File: src/rtl/latency_multi_if.sv
// latency_multi_if: the probe's pin-side handshake bundle.
// The master modport is the probe (drives irq and the SPI transmit byte).
// The slave modport is the host/SPI side (drives acks, select and byte strobes).
interface latency_multi_if #(
    parameter int NCH = 2
);
    logic [NCH-1:0] int_ack;
    logic           ssel;
    logic           byte_done;
    logic [NCH-1:0] irq;
    logic [7:0]     tx_byte;
    logic [3:0]     cur_ch;
    logic           busy;

    modport master (
        input  int_ack, ssel, byte_done,
        output irq, tx_byte, cur_ch, busy
    );

    modport slave (
        output int_ack, ssel, byte_done,
        input  irq, tx_byte, cur_ch, busy
    );
endinterface

File: src/rtl/latency_multi.sv
// latency_multi: round-robin interrupt/SPI latency probe.
// For each channel it raises irq, measures cycles until the debounced ack and
// then until SPI select, and serves {header, status, ack_lat, spi_lat} as a
// byte frame to the SPI slave.
// Optional feature macro: LATENCY_TIMEOUT_EN (bounds the ack and SPI waits by
// TIMEOUT cycles). Without it the waits are unbounded and TIMEOUT is only
// range-checked.
module latency_multi #(
    parameter int NCH     = 2,
    parameter int CNT_W   = 32,
    parameter int PERIOD  = 100000,
    parameter int DEB_LEN = 10,
    parameter int TIMEOUT = 5000000
) (
    input  logic            clk,
    input  logic            rst,
    latency_multi_if.master bus
);

    localparam int NB    = 2 + 2 * CNT_W / 8;
    localparam int PER_W = (PERIOD < 2) ? 1 : $clog2(PERIOD + 1);

    if (NCH < 1 || NCH > 16 || (CNT_W % 8) != 0 || CNT_W < 16 || CNT_W > 32 ||
        DEB_LEN < 3 || PERIOD < 1 || TIMEOUT < 1) begin : g_cfg_check
        $error("latency_multi: parameter set out of range");
    end

    typedef enum logic [2:0] {
        S_BOOT,
        S_WAIT,
        S_IRQ,
        S_SPI,
        S_XFER,
        S_DONE
    } state_t;

    state_t                        state;
    logic [NCH-1:0][DEB_LEN-1:0]   deb_sr;
    logic [NCH-1:0]                ack_deb;
    logic [15:0]                   ack_pad;
    logic                          ack_cur;
    logic [NCH-1:0]                ch_onehot;
    logic [3:0]                    ch_next;

    logic [PER_W-1:0]              per_cnt;
    logic [CNT_W-1:0]              ack_cnt;
    logic [CNT_W-1:0]              spi_cnt;
    logic [CNT_W-1:0]              ack_lat;
    logic [CNT_W-1:0]              spi_lat;
    logic [3:0]                    idx;
    logic                          ack_to;
    logic                          ack_sat;
    logic                          spi_sat;
    logic [7:0]                    status;

    logic [NCH-1:0]                irq_r;
    logic [7:0]                    tx_r;
    logic [3:0]                    ch_r;
    logic                          busy_r;

    // Byte n of the result frame; anything past the last byte reads as 0.
    function automatic logic [7:0] frame_at(
        input logic [3:0]       n,
        input logic [3:0]       ch,
        input logic [7:0]       st,
        input logic [CNT_W-1:0] al,
        input logic [CNT_W-1:0] sl
    );
        logic [7:0] b;
        b = 8'h00;
        if (n == 4'd0) begin
            b = {4'hA, ch};
        end else if (n == 4'd1) begin
            b = st;
        end
        for (int k = 0; k < CNT_W / 8; k++) begin
            if (int'(n) == 2 + k) begin
                b = al[8*k +: 8];
            end
            if (int'(n) == 2 + CNT_W / 8 + k) begin
                b = sl[8*k +: 8];
            end
        end
        return b;
    endfunction

    // The channel under test selects its debounced ack; padding to 16 keeps
    // the 4-bit channel index in range for any NCH.
    assign ack_pad   = 16'(ack_deb);
    assign ack_cur   = ack_pad[ch_r];
    assign ch_onehot = NCH'(16'd1 << ch_r);
    assign ch_next   = (ch_r == 4'(NCH - 1)) ? 4'd0 : ch_r + 4'd1;
    assign status    = {5'b00000, spi_sat, ack_sat, ack_to};

    // Debounce every raw ack: the filtered level only changes once the
    // upper DEB_LEN-1 stages agree, so short glitches never get through.
    always_ff @(posedge clk or posedge rst) begin
        if (rst) begin
            deb_sr  <= '1;
            ack_deb <= '1;
        end else begin
            for (int i = 0; i < NCH; i++) begin
                deb_sr[i] <= {deb_sr[i][DEB_LEN-2:0], bus.int_ack[i]};
                if (&deb_sr[i][DEB_LEN-1:1]) begin
                    ack_deb[i] <= 1'b1;
                end else if (~|deb_sr[i][DEB_LEN-1:1]) begin
                    ack_deb[i] <= 1'b0;
                end
            end
        end
    end

    // Measurement sequencer: period wait, irq/ack timing, SPI select timing
    // and frame transmission, with all outputs registered.
    always_ff @(posedge clk or posedge rst) begin
        if (rst) begin
            state   <= S_BOOT;
            per_cnt <= '0;
            ack_cnt <= '0;
            spi_cnt <= '0;
            ack_lat <= '0;
            spi_lat <= '0;
            idx     <= '0;
            ack_to  <= 1'b0;
            ack_sat <= 1'b0;
            spi_sat <= 1'b0;
            irq_r   <= '0;
            tx_r    <= '0;
            ch_r    <= '0;
            busy_r  <= 1'b0;
        end else begin
            case (state)
                S_BOOT: begin
                    // The host's dummy transfer shows the SPI link is alive.
                    if (bus.byte_done) begin
                        ch_r    <= '0;
                        per_cnt <= '0;
                        busy_r  <= 1'b0;
                        state   <= S_WAIT;
                    end
                end

                S_WAIT: begin
                    // A held ack freezes the idle period rather than restarting it.
                    if (!ack_cur) begin
                        if (per_cnt == PER_W'(PERIOD)) begin
                            irq_r   <= ch_onehot;
                            per_cnt <= '0;
                            ack_cnt <= '0;
                            ack_to  <= 1'b0;
                            busy_r  <= 1'b1;
                            state   <= S_IRQ;
                        end else begin
                            per_cnt <= per_cnt + PER_W'(1);
                        end
                    end
                end

                S_IRQ: begin
                    if (ack_cur) begin
                        // Remove the debounce delay from the raw count.
                        ack_lat <= (ack_cnt > CNT_W'(DEB_LEN - 1)) ?
                                   ack_cnt - CNT_W'(DEB_LEN - 1) : '0;
                        ack_sat <= &ack_cnt;
                        irq_r   <= '0;
                        spi_cnt <= '0;
                        state   <= S_SPI;
                    end
`ifdef LATENCY_TIMEOUT_EN
                    else if (ack_cnt == CNT_W'(TIMEOUT)) begin
                        ack_to  <= 1'b1;
                        ack_lat <= CNT_W'(TIMEOUT);
                        ack_sat <= &ack_cnt;
                        irq_r   <= '0;
                        spi_cnt <= '0;
                        state   <= S_SPI;
                    end
`endif
                    else if (!(&ack_cnt)) begin
                        ack_cnt <= ack_cnt + CNT_W'(1);
                    end
                end

                S_SPI: begin
                    if (!bus.ssel) begin
                        spi_lat <= spi_cnt;
                        spi_sat <= &spi_cnt;
                        idx     <= '0;
                        tx_r    <= frame_at(4'd0, ch_r, status, ack_lat, spi_cnt);
                        state   <= S_XFER;
                    end
`ifdef LATENCY_TIMEOUT_EN
                    else if (spi_cnt == CNT_W'(TIMEOUT)) begin
                        // Host never selected us: drop this result and move on.
                        ch_r    <= ch_next;
                        per_cnt <= '0;
                        busy_r  <= 1'b0;
                        state   <= S_WAIT;
                    end
`endif
                    else if (!(&spi_cnt)) begin
                        spi_cnt <= spi_cnt + CNT_W'(1);
                    end
                end

                S_XFER: begin
                    // A byte strobe wins over select release so the byte in
                    // flight is counted before the abort.
                    if (bus.byte_done) begin
                        idx  <= idx + 4'd1;
                        tx_r <= frame_at(idx + 4'd1, ch_r, status, ack_lat, spi_lat);
                        if (idx == 4'(NB - 1)) begin
                            state <= S_DONE;
                        end
                    end else if (bus.ssel) begin
                        state <= S_DONE;
                    end
                end

                S_DONE: begin
                    if (bus.ssel) begin
                        tx_r    <= '0;
                        ch_r    <= ch_next;
                        per_cnt <= '0;
                        busy_r  <= 1'b0;
                        state   <= S_WAIT;
                    end
                end

                default: begin
                    irq_r  <= '0;
                    busy_r <= 1'b0;
                    state  <= S_BOOT;
                end
            endcase
        end
    end

    assign bus.irq     = irq_r;
    assign bus.tx_byte = tx_r;
    assign bus.cur_ch  = ch_r;
    assign bus.busy    = busy_r;

endmodule
File: src/flat_wrapper.sv
// flat-port wrapper written by rule: the top's interface ports become plain ports
module latency_multi_flat 
#(
    parameter int NCH     = 2,
    parameter int CNT_W   = 32,
    parameter int PERIOD  = 100000,
    parameter int DEB_LEN = 10,
    parameter int TIMEOUT = 5000000
)
  (clk, rst, bus_int_ack, bus_ssel, bus_byte_done, bus_irq, bus_tx_byte, bus_cur_ch, bus_busy);
  latency_multi_if #(.NCH(NCH)) bus_i ();
  input  logic clk;
  input  logic rst;
  input wire logic [$bits(bus_i.int_ack)-1:0] bus_int_ack;
  input wire logic [$bits(bus_i.ssel)-1:0] bus_ssel;
  input wire logic [$bits(bus_i.byte_done)-1:0] bus_byte_done;
  output wire logic [$bits(bus_i.irq)-1:0] bus_irq;
  output wire logic [$bits(bus_i.tx_byte)-1:0] bus_tx_byte;
  output wire logic [$bits(bus_i.cur_ch)-1:0] bus_cur_ch;
  output wire logic [$bits(bus_i.busy)-1:0] bus_busy;
  assign bus_i.int_ack = bus_int_ack;
  assign bus_i.ssel = bus_ssel;
  assign bus_i.byte_done = bus_byte_done;
  assign bus_irq = bus_i.irq;
  assign bus_tx_byte = bus_i.tx_byte;
  assign bus_cur_ch = bus_i.cur_ch;
  assign bus_busy = bus_i.busy;
  latency_multi #(.NCH(NCH), .CNT_W(CNT_W), .PERIOD(PERIOD), .DEB_LEN(DEB_LEN), .TIMEOUT(TIMEOUT)) u_core (.clk(clk), .rst(rst), .bus(bus_i));
endmodule
File: config.mk
export PLATFORM = sky130hd
export DESIGN_NAME = latency_multi_flat
export DESIGN_NICKNAME = d
export VERILOG_FILES = /design/src/rtl/latency_multi_if.sv /design/src/rtl/latency_multi.sv /design/src/flat_wrapper.sv
export SDC_FILE = /design/constraint.sdc
export NUM_CORES = 1
export LEC_CHECK = 0
export ABC_CLOCK_PERIOD_IN_PS = 12450
export BUFFER_PORTS_ARGS = -buffer_cell sky130_fd_sc_hd__buf_2
export CORE_MARGIN = 5
export CORE_UTILIZATION = 46
export CTS_CLUSTER_SIZE = 25
export DETAILED_ROUTE_END_ITERATION = 7
export GPL_ROUTABILITY_DRIVEN = 0
export PLACE_DENSITY_LB_ADDON = 0.05
export SETUP_SLACK_MARGIN = 0.1
export SYNTH_ARGS = -nofsm -noshare
export SYNTH_HDL_FRONTEND = slang
export SYNTH_SLANG_ARGS = --single-unit
export TNS_END_PERCENT = 30
File: constraint.sdc
create_clock -name clk -period 12.45 [get_ports clk]
set_clock_uncertainty 0.1 [all_clocks]
set_input_delay 2.49 -clock clk [delete_from_list [all_inputs] [get_ports clk]]
set_output_delay 2.49 -clock clk [all_outputs]
set_load 0.01 [all_outputs]
* Yosys cells after proc, flatten, opt, wreduce, memory -nomap -nowiden
Index checks and enable logic that the tools add are counted.
Word-level totals: flip-flop bits (word level) 191, output and inout port bits 15, logic and storage cells 149
Operators by class: $add $sub $neg 6, $lt $le $gt $ge 2, equal/unequal tests 32, shift operators 1, muxes and demuxes 61, bitwise operators 3, reduce and logical (&&, ||, !) cells 27
Operator list (count):
- 32-bit 2-to-1 mux | 8
- 32-bit case mux with 2 select lines | 2
- 8-bit 2-to-1 mux | 12
- 17-bit 2-to-1 mux | 4
- 32-bit by 1-bit adder with 32-bit output (second input constant) | 2
- 32-bit AND reduction | 2
- 17-bit case mux with 3 select lines | 1
- 32-bit by 4-bit > comparator with 1-bit output (second input constant) | 1
- 32-bit by 4-bit subtractor with 32-bit output (second input constant) | 1
- 3-bit 2-to-1 mux | 10
- 4-bit equality test (second input constant) | 7
- 8-bit case mux with 3 select lines | 1
- 4-bit 2-to-1 mux | 5
- 2-bit != test (second input constant) | 9
- 3-bit case mux with 6 select lines | 1
- 9-bit AND reduction | 2
- 9-bit OR reduction | 2
- 17-bit by 1-bit adder with 17-bit output (second input constant) | 1
- 17-bit equality test (second input constant) | 1
- 4-bit case mux with 2 select lines | 2
- 4-bit AND reduction | 4
- 5-bit AND reduction | 2
- 1-bit 2-to-1 mux | 9
- 4-bit by 1-bit adder with 4-bit output (second input constant) | 2
- 24 further kinds | 41

* Depth between registers and ports, before layout
Gate-level depths: netlist of run 1.
depth in word-level cells 14, mapped depth 10, gate-level depth less buffers 8

* Least setup slack after synthesis of run 1
OpenSTA, ideal clock, no wires.
path type input to register, start in bus_byte_done, end reg u_core.per_cnt[14], data arrival time 3.796 ns, slack 8.425 ns, stages on the path 7, path buffers 2, cells stage by stage clkbuf_1 > nand2_1 > a31o_2 > clkbuf_1 > nor4_1 > xnor2_1 > nor2_1
On the way: cells in the longest elaborated chain, start to end 2
Ends and longest elaborated chain:
- start, declared | RTL line flat_wrapper.sv:16 | input wire logic [$bits(bus_i.byte_done)-1:0] bus_byte_done;
- 2-bit != test (no source line)
- 4-bit AND reduction (no source line)
- end signal, assigned | RTL line latency_multi.sv:154 | per_cnt <= per_cnt + PER_W'(1);
- end, declared | RTL line latency_multi.sv:45 | logic [PER_W-1:0] per_cnt;
No other way between the ends. A chain may end at the register's enable or synchronous reset.

* Final worst setup path of run 1
start reg u_core.ch_r[0], in the netlist u_core.bus.cur_ch[0], end out bus_cur_ch[0]
RTL lines:
- start, declared | RTL line latency_multi.sv:58 | logic [3:0] ch_r;
- start signal, assigned | RTL line latency_multi.sv:223 | ch_r <= ch_next;
- end, declared | RTL line flat_wrapper.sv:19 | output wire logic [$bits(bus_i.cur_ch)-1:0] bus_cur_ch;
No word-level cell between the ends.

==> results.cfg, run 1 <==
[timing]
final.setup.tns_ns = 0
fin_crit_sh_pct = 32.1
hold_viol = 0
finalCriticalPeriod_ns = 3.99
rsz0062_at_grt = no
tightest_slew_ns = 1.32
maxSlewViolCount = 0
max_slew_margin_pct = 11.1
fmax_mhz = 250
setup_viol = 0

[detailed_routing]
drt.antenna.violating_nets = 0
wirelength_um = 30100
drt_iter0_drc = 748
vias = 9007
vias_per_cell = 5.88
drc = 0
drt_pre_antenna_iters = 7
wl_per_cell_um = 19.7

[yosys]
synthTopCellsByArea = dfrtp_1 40%, nand2_1 7.3%, dfstp_2 5.4%
ys_warn_count = 0
synth_top_area_share_pct = 39.5
synth-seq-cells = 191
synth_cell_types = 75
yosys_most_used_dff = dfrtp_1
ys_top_cells_by_count = 208 x nand2_1, 169 x dfrtp_1, 112 x nor2_1, 99 x o21ai_0
syn-cell-area_sq_um = 10700
async_flop_share_pct = 100
synth_area_leader_cell = dfrtp_1
yosys.cell_count.top_type = nand2_1
synth-edff-count = 0
seq_area_frac_synth_pct = 44.9
synth.avg_cell_area_sq_um = 8.64
syn_inst = 1239
synth_fp_nets = 1257

[layout]
drive_gt1_share_pct = 9.36
num-nets-final = 1223
multi_input_area_sq_um = 5470
layout.cells.non_filler = 1531
regArea_sq_um = 4810
area_delta_synth_final_pct = 7.91
insertedDiodeCount = 0
final.fill_count = 2193

[die]
ioPinCount = 21
die_h_um = 163
die_w_um = 163
start_util_pct = 47.0
rows = 55
fp.dieArea_sq_um = 26400
core_region_area_sq_um = 22800

[global_route]
grt_max_degree = 115
grt_pass1_wl_um = 48100
grt_pass1_vias = 8485
antenna_found_initial = 0
track_usage_pct = 23.0
overflow = 0

[placed_design]
io_buffers = 20
placed_cells = 1499
dp_hpwl_um = 21300

[critical_path]
crit_path_start_kind = flop
r2r-start = u_core.ack_cnt[0]
cp_data_required_time_ns = 9.86
cp_slowest_cell = dfrtp_1
reg2reg_depth = 7
path_max_fanout = 11
cp-end-kind = primary output
crit_buf_inv = 1
arrival_ns = 1.40
slowest_delay_ns = 0.73
crit_type = reg2out
crit_family = flip-flops
rrSetupSlack_ns = 9.02
reg2reg_to = u_core.ack_cnt[23]
crit_path_cell_trace = buf_2

[job]
maxCapViolCount = 0

[min_path]
hold_path.startpoint = u_core.deb_sr[0]
holdPathEnd = u_core.deb_sr[1]
hp-class = reg2reg
min_path_cells = 0

[power_and_ir_drop]
p_leak_nw = 4.98
p_per_area_nw_per_um2 = 160
vdd_drop_max_mv = 0.0716

[cts]
cts_root_buffer = clkbuf_16
cts_resized = 0
cts.sinks = 191
clk_pin_slew_ns = 0.08
clock_latency_ns = 0.44
clockBufferDepth = 2
htreeDepth = 4
cts_tree = yes
holdBufCountCts = 0
cts_buffers = 17
post_cts_buffers = 0

[outcome]
status = completed
-- power by group --
| group | internal, mW | switching, mW |
|---|---|---|
| Clock | 0.283 | 0.276 |
| Sequential | 0.669 | 0.0924 |
| Combinational | 0.180 | 0.345 |
-- cells in the final DEF, fill, tap and decap left out, drive strengths merged, types with 10 or more instances in the layout --
cell,n
nor4,25
a31oi,10
nand2,209
nor3,37
and2,10
dfrtp,169
nor2,112
nand3,40
xnor2,56
inv,36
o31ai,14
or3,17
clkbuf,18
o21ai,102
a21oi,65
nand4,32
ha,12
buf,29
nand2b,12
xor2,17
dfstp,22
and3,12
-- per-stage QoR --
stage | util, % | setup slack, ns | power, mW | hold slack, ns | area [sq um]
detailed placement | 48.0 | 8.06 | 1.29 | 0.251 | 10900
finish | 50.7 | 8.46 | 1.85 | 0.263 | 11600
floorplan | - | 4.70 | 1.13 | 0.245 | 10700
global route | 50.7 | 8.35 | 1.95 | 0.269 | 11600
CTS | 50.7 | 8.46 | 1.85 | 0.266 | 11600
global placement | 48.0 | 8.07 | 1.29 | 0.248 | 10900
-- final cells by class --
class | count | area share, %
clock buffers | 18 | 3.90
well taps | 313 | 3.39
repair buffers | 29 | 1.45
clock inverters | 14 | 1.36
inverters | 27 | 0.942
multi-input cells | 939 | 47.3
flip-flops and latches | 191 | 41.6
-- per-layer routing --
metal  part of all wire (%)  GRT usage, %
met5                      0             0
met4                    1.8          6.02
met3                    4.6          3.64
met2                     45          35.6
met1                     48          33.7
-- flip-flops by register name (all words and copies together), names as in the netlist, 8 cells and up --
signal,count
u_core.deb_sr,20
u_core.ack_cnt,32
u_core.spi_lat,32
u_core.bus.tx_byte,8
u_core.spi_cnt,32
u_core.ack_lat,32
u_core.per_cnt,17
-- how the worst max path moves through the flow --
stage,from,end,slack [ns],cells after the start
floorplan,rst,u_core.ack_cnt[0],4.70,1
global placement,rst,u_core.ack_cnt[23],8.07,3
detailed placement,rst,u_core.ack_cnt[4],8.06,3
CTS,u_core.bus.cur_ch[0],bus_cur_ch[0],8.46,1
global route,rst,u_core.ack_lat[24],8.35,3
finish,u_core.bus.cur_ch[0],bus_cur_ch[0],8.46,1
-- cells by family (layout without fill, tap and decap cells) --
kind of cell	count (synthesis)	in the layout	share of synthesized area, %
AND/OR/NAND/NOR	559	559	25.7
AO/OA/AOI/OAI	285	285	16.8
multiplexers	10	10	1.11
XOR/XNOR	73	73	5.97
flip-flops	191	191	44.9
adder cells (fa/ha/maj)	12	12	1.40
buffers and inverters	109	88	4.06
Power figures use the tool's default switching activity.
==> run 2, diff against run 1 <==
Settings changed: ABC_CLOCK_PERIOD_IN_PS 12450 to 3700.
Clock period 12.45 ns to 3.7 ns, I/O delays scaled along.
==> results.cfg, run 2 (synthesis gave the netlist of run 1 again) <==
[outcome]
status = completed

[cts]
cts_root_buffer = clkbuf_16
holdBufCountCts = 0
clockBufferDepth = 2
clk_pin_slew_ns = 0.09
cts_tree = yes
cts_resized = 0
cts_buffers = 17
cts.sinks = 191
clock_latency_ns = 0.45
htreeDepth = 4
post_cts_buffers = 0

[timing]
hold_viol = 0
max_slew_margin_pct = 41.3
whs_ns = 0.260
finalCriticalPeriod_ns = 2.89
fin_crit_sh_pct = 78.2
final.setup.tns_ns = 0
setup_viol = 0
rsz0062_at_grt = no
tightest_slew_ns = 0.881
maxSlewViolCount = 0
fmax_mhz = 346

[die]
ioPinCount = 21
die_w_um = 163
fp.dieArea_sq_um = 26400
die_h_um = 163
core_region_area_sq_um = 22800
rows = 55
start_util_pct = 47.0

[detailed_routing]
wirelength_um = 29800
drt_iter0_drc = 807
wl_per_cell_um = 19.3
drc = 0
vias = 8967
vias_per_cell = 5.79
drt_pre_antenna_iters = 5
drt.antenna.violating_nets = 0

[min_path]
hold_path.startpoint = u_core.deb_sr[0]
holdPathEnd = u_core.deb_sr[1]
min_path_cells = 0
hp-class = reg2reg

[global_route]
track_usage_pct = 23.1
grt_pass1_wl_um = 48500
overflow = 0
gr-max-usage-layer = met2
grt_use_met3_pct = 3.77
grt_max_degree = 93
use_met2_pct = 36.5
grt_pass1_vias = 8573
antenna_found_initial = 0
grtUsageMet1_pct = 32.5

[power_and_ir_drop]
vdd_drop_max_mv = 0.302
power_frac_comb_pct = 29.1
netSwitchingFraction_pct = 38.3
internal-power_mw = 3.89
p_leak_nw = 5.09
p_clk_share_pct = 31.2
p_sw_mw = 2.42
p_per_area_nw_per_um2 = 538
seq_power_share_pct = 39.7

[layout]
num-nets-final = 1241
insertedDiodeCount = 0
final_common_cell = nand2_1
area_delta_synth_final_pct = 9.57
drive_gt1_share_pct = 10.7
layout.cells.non_filler = 1549
layout_common_cells = 208 x nand2_1, 169 x dfrtp_1, 112 x nor2_1

[placed_design]
io_buffers = 20
placed_cells = 1517
dp_hpwl_um = 21600

[critical_path]
arrival_ns = 3.17
path_max_fanout = 14
crit_path_start_kind = flop
r2r-start = u_core.ack_cnt[8]
critPathLaunch = u_core.ack_cnt[8]
rrSetupSlack_ns = 0.81
cp_data_required_time_ns = 3.97
reg2reg_to = u_core.ack_cnt[15]
cp-end-kind = flop
reg2reg_depth = 6
crit_type = reg2reg

[job]
maxCapViolCount = 0
[run 2: metrics by stage]
stage	setup slack [ns]	utilization (%)	total power [mW]	area [sq um]
final	0.806	51.5	6.31	11700
after global routing	0.513	51.5	6.66	11700
after CTS	0.842	51.5	6.34	11700
after detailed placement	0.864	48.7	4.36	11100
after global placement	0.863	48.7	4.36	11100
after floorplan	0.416	-	3.81	10700
[run 2: power groups by stage]
stage | registers, mW | clock network [mW] | logic [mW]
finish | 2.51 | 1.97 | 1.84
global route | 2.53 | 2.08 | 2.04
CTS | 2.50 | 2.00 | 1.84
detailed placement | 2.53 | 0 | 1.83
global placement | 2.53 | 0 | 1.82
floorplan | 2.42 | 0 | 1.40
[run 2: cell type report]
cell class / instances / area (sq um)
Clock buffer: 19 / 475
Clock inverter: 13 / 154
Fill cell: 2140 / 11000
Inverter: 27 / 105
Multi-Input combinational cell: 939 / 5470
Sequential cell: 191 / 4810
Tap cell: 313 / 392
Timing Repair Buffer: 47 / 328
[run 2: worst max-delay path, cell delays in order (launching register included)]
cell and delay (ns):
dfrtp_1 0.52, nand4_1 0.28, nor4_4 0.55, a41oi_2 0.37
nor2_1 0.63, o21ai_0 0.21, a21oi_1 0.16
[run 2: how the worst max path moves through the flow]
stage / depth (start not counted) / slack, ns / endpoint
6_report: 6 / 0.81 / u_core.ack_cnt[15]
5_1_grt: 6 / 0.51 / u_core.ack_cnt[21]
4_1_cts: 6 / 0.84 / u_core.ack_cnt[15]
3_5_place_dp: 6 / 0.86 / u_core.ack_cnt[15]
3_3_place_gp: 8 / 0.86 / u_core.bus.tx_byte[3]
2_1_floorplan: 1 / 0.42 / u_core.ack_cnt[0]
[run 2: routing by layer]
| metal | wire length, um | vias to the layer above | part of all wire, % |
|---|---|---|---|
| met5 | 0 | - | 0 |
| met2 | 13700 | 193 | 46 |
| met3 | 1170 | 37 | 3.9 |
| li1 | - | 4360 | - |
| met4 | 778 | 0 | 2.6 |
| met1 | 14200 | 4377 | 47 |
